### config.mk
export PLATFORM = sky130hd
export DESIGN_NAME = ram8_16_flat
export DESIGN_NICKNAME = d
export VERILOG_FILES = /design/src/rtl/ram8_16_if.sv /design/src/rtl/ram8_16.sv /design/src/flat_wrapper.sv
export SDC_FILE = /design/constraint.sdc
export NUM_CORES = 1
export LEC_CHECK = 0
export ABC_CLOCK_PERIOD_IN_PS = 1600
export CORE_MARGIN = 2
export CORE_UTILIZATION = 53
export CTS_CLUSTER_SIZE = 14
export DETAILED_ROUTE_END_ITERATION = 10
export GPL_ROUTABILITY_DRIVEN = 0
export PLACE_DENSITY = 0.76
export SYNTH_ARGS = -nofsm -noshare
export SYNTH_HDL_FRONTEND = slang
export SYNTH_SLANG_ARGS = --single-unit
### constraint.sdc
create_clock -name in_clk -period 1.6 [get_ports in_clk]
set_input_delay 0.32 -clock in_clk [delete_from_list [all_inputs] [get_ports in_clk]]
set_output_delay 0.32 -clock in_clk [all_outputs]
set_load 0.05 [all_outputs]
### src/rtl/ram8_16_if.sv
// Data/address bus for the 8x16 register memory: write data, load strobe, address, read data.
// The testbench drives the master side and the memory sits on the slave side.
interface ram8_16_if;
    logic [0:15] in_a;
    logic        in_load;
    logic [0:2]  in_addr;
    logic [0:15] out_y;

    modport master (
        output in_a,
        output in_load,
        output in_addr,
        input  out_y
    );

    modport slave (
        input  in_a,
        input  in_load,
        input  in_addr,
        output out_y
    );
endinterface

### src/rtl/ram8_16.sv
// 8-word x 16-bit register memory: decoded per-word load strobes, hold/load word registers,
// and a combinational 8-way mux tree on the read side. Leaf of the RAM64/RAM512 hierarchy.
module ram8_16 (
    input  logic           in_clk,
    input  logic           in_rst,
    ram8_16_if.slave       bus
);
    localparam int unsigned N     = 16;
    localparam int unsigned Depth = 8;

    logic [Depth-1:0] load_line;
    logic [0:N-1]     word_q [Depth];
    logic [0:N-1]     word_d [Depth];

    // demux8way: in_load lands on exactly one line; an unknown address cannot raise a strobe
    // while in_load is low because the whole vector stays zero.
    always_comb begin
        load_line = '0;
        if (bus.in_load) begin
            load_line[bus.in_addr] = 1'b1;
        end
    end

    always_comb begin
        for (int i = 0; i < Depth; i++) begin
            word_d[i] = load_line[i] ? bus.in_a : word_q[i];
        end
    end

    always_ff @(posedge in_clk) begin
        if (in_rst) begin
            for (int i = 0; i < Depth; i++) begin
                word_q[i] <= '0;
            end
        end else begin
            for (int i = 0; i < Depth; i++) begin
                word_q[i] <= word_d[i];
            end
        end
    end

    // Read tree: first level on the LSB (in_addr[2]), last level on the MSB (in_addr[0]).
    logic [0:N-1] lvl1 [4];
    logic [0:N-1] lvl2 [2];

    always_comb begin
        for (int i = 0; i < 4; i++) begin
            lvl1[i] = bus.in_addr[2] ? word_q[2*i+1] : word_q[2*i];
        end
        for (int i = 0; i < 2; i++) begin
            lvl2[i] = bus.in_addr[1] ? lvl1[2*i+1] : lvl1[2*i];
        end
    end

    assign bus.out_y = bus.in_addr[0] ? lvl2[1] : lvl2[0];
endmodule
### src/flat_wrapper.sv
// flat-port wrapper written by rule: the top's interface ports become plain ports
module ram8_16_flat 
  (in_clk, in_rst, bus_in_a, bus_in_load, bus_in_addr, bus_out_y);
  ram8_16_if bus_i ();
  input  logic in_clk;
  input  logic in_rst;
  input wire logic [$bits(bus_i.in_a)-1:0] bus_in_a;
  input wire logic [$bits(bus_i.in_load)-1:0] bus_in_load;
  input wire logic [$bits(bus_i.in_addr)-1:0] bus_in_addr;
  output wire logic [$bits(bus_i.out_y)-1:0] bus_out_y;
  assign bus_i.in_a = bus_in_a;
  assign bus_i.in_load = bus_in_load;
  assign bus_i.in_addr = bus_in_addr;
  assign bus_out_y = bus_i.out_y;
  ram8_16 u_core (.in_clk(in_clk), .in_rst(in_rst), .bus(bus_i));
endmodule
==> results.cfg, run 1 <==
[timing]
rsz0062_at_grt = yes
finClkSkew_ns = 0
fin_crit_ns = 2.11
setup_viol = 16
hold_viol = 0
worst_slack_ns = -0.506
finalCritPeriodShare = 1.32
report.final.slew_viol_count = 0
max_freq_ghz = 0.475
worstMarginPinSlew_ns = 0.378
setup_tns_ns = -7.54
relSlewSlack = 0.748

[route]
vias = 4978
dr.pass1.iters = 5
wl_microns = 15900
vias_per_cell = 5.80
detail_route.drc_violations = 0
wire_per_inst_microns = 18.5
drt_iter0_drc = 601
drtAntennaViolNets = 0

[cells_and_area]
layoutNonFillerInstCount = 858
top_regs = u_core.word_q (128)
final_util = 0.687
nets = 733
largest_register_ffs = 128
drive_gt1_frac = 0.251
top_register = u_core.word_q
fill_cells = 772
syn2layout_area_growth_pct = 25.1
diodes = 0

[power]
p_total_mw = 7.65
switchingPower_mw = 1.77
p_sw_frac = 0.231
ir_worst_vdd_v = 0.00106
p_int_mw = 5.88
p_leak_nw = 2.59
p_per_area_mw_per_mm2 = 1070
p_clk_frac = 0.478
p_seq_frac = 0.430
power_frac_comb = 0.092

[clock_tree]
cts_buffers = 17
clock-sinks = 128
cts_hold_buf = 0
h-tree-depth = 4
cts-root-buf = clkbuf_8
clock_latency_ns = 0.53
clk_pin_slew_ns = 0.05
clockBufferDepth = 2
cts_tree = done

[yosys]
synthFlopType = dfxtp_1
synthCells = 656
synth_enable_flop_cells = 0
yosysSeqAreaShare = 0.448
netlist_area_sq_mm = 0.00572
syn_area_per_cell_sq_um = 8.72
yosys_warnings = 0
ys_async_sr_fraction = 0
ys_ff_latch = 128
syn-num-nets = 678
ys_types = 25

[global_route]
top_usage_layer = met2
use_met3 = 0.0763
antenna_found_initial = 0
grt_pass1_vias = 4911
grt_max_degree = 52
grt_usage = 0.290
gr-total-overflow = 0
use_met2 = 0.473
grt.met1_usage = 0.367
grt_pass1_wl_microns = 25200

[critical_path]
worstSetupEndpointType = output port
worst-path-max-fanout = 2
cp.arrival_ns = 1.79
crit_required_ns = 1.28
start_kind = register
worstSetupPathType = reg2out

[place]
dp_cells = 823
dpl.hpwl_microns = 10500
port_buffers = 37

[die]
die_h_microns = 108
core_sq_mm = 0.0104
fp.dieW_microns = 108
initial_core_util = 0.549
pin_count = 38
row_count = 37
dieArea_sq_mm = 0.0116

[outcome]
violations = setup timing
status = finished, violations left

[flow_run]
maxCapViolations = 0

[worst_hold_path]
holdCritPathClass = in2reg
[worst paths after layout]
kind                                      from                                 to  slack (ns)  depth (start not counted)
min reg2reg  u_core.word_q[0][50]$_SDFFE_PP0P_  u_core.word_q[0][50]$_SDFFE_PP0P_        0.45                          2
max reg2reg  u_core.word_q[0][59]$_SDFFE_PP0P_  u_core.word_q[0][59]$_SDFFE_PP0P_        0.88                          3
min                                     in_rst  u_core.word_q[0][13]$_SDFFE_PP0P_        0.20                          2
max          u_core.word_q[0][61]$_SDFFE_PP0P_                      bus_out_y[13]       -0.51                          3
[Yosys cell counts, types with 4 or more instances]
| library cell | count | area, sq um |
|---|---|---|
| mux2_2 | 15 | 169 |
| buf_4 | 16 | 120 |
| mux4_1 | 8 | 210 |
| dfxtp_1 | 128 | 2560 |
| mux4_2 | 22 | 495 |
| a21oi_1 | 129 | 646 |
| buf_6 | 5 | 56.3 |
| buf_2 | 27 | 135 |
| nand2_1 | 257 | 965 |
| clkbuf_1 | 19 | 71.3 |
| clkbuf_2 | 4 | 20.0 |
[layout make-up]
class / instances / area (sq um) / share of cell area
Clock buffer: 24 / 470 / 0.0657
Tap cell: 136 / 170 / 0.0238
Sequential cell: 128 / 2570 / 0.360
Clock inverter: 6 / 82.6 / 0.0115
Timing Repair Buffer: 108 / 1080 / 0.151
Multi-Input combinational cell: 456 / 2780 / 0.388
[metal layers]
layer	vias up	share of wire
li1	2313	-
met1	2412	0.40
met2	217	0.50
met3	36	0.078
met4	0	0.021
met5	-	0
[cell usage in the layout (no fill, tap or decap), drive strengths merged, types with 15 or more instances in the layout]
cell           count
clkdlybuf4s50     17
buf               91
dfxtp            128
a21oi            129
nand2            257
clkbuf            24
mux4              30
mux2              15
[cell families (layout without fill, tap and decap cells)]
logic type,Yosys count,after routing,share of synthesized area
AND/OR/NAND/NOR,277,277,0.206
multiplexers,47,47,0.156
flip-flops,128,128,0.448
AO/OA/AOI/OAI,132,132,0.116
buffers and inverters,72,138,0.0739
[per-stage QoR]
stage / cell area [sq um] / worst slack, ns / hold WS [ns]
after global placement: 6460 / -0.417 / 0.439
after detailed placement: 6460 / -0.442 / 0.446
after floorplan: 5810 / -0.120 / 0.431
after global routing: 7160 / -0.539 / 0.203
after CTS: 7110 / -0.507 / 0.189
final: 7160 / -0.506 / 0.202
[critical path, cell delays in order (launching register included)]
cell and delay, ns:
dfxtp_1 0.32, mux4_2 0.49, mux2_4 0.30, buf_6 0.16
[power groups by stage]
| stage | clock network (mW) | logic, mW | registers (mW) |
|---|---|---|---|
| after floorplan | 0 | 0.456 | 3.35 |
| after global placement | 0 | 0.655 | 3.35 |
| after detailed placement | 0 | 0.668 | 3.36 |
| after CTS | 3.68 | 0.687 | 3.29 |
| after global routing | 3.84 | 0.741 | 3.30 |
| final | 3.66 | 0.701 | 3.29 |
[timing repair]
| item | CTS | global route |
|---|---|---|
| gates resized for setup | 23 | 11 |
| pin swaps | 1 | 0 |
| buffers inserted | 3 | 2 |
| gates cloned | 0 | 0 |
| setup endpoints to repair | 16 | 16 |
Power figures use the tool's default switching activity.
==> run 2: changes to the inputs <==
- SLEW_MARGIN: default -> 20
==> results of run 2 <==
The final DEF is identical to that of run 1; final timing and power are the same.
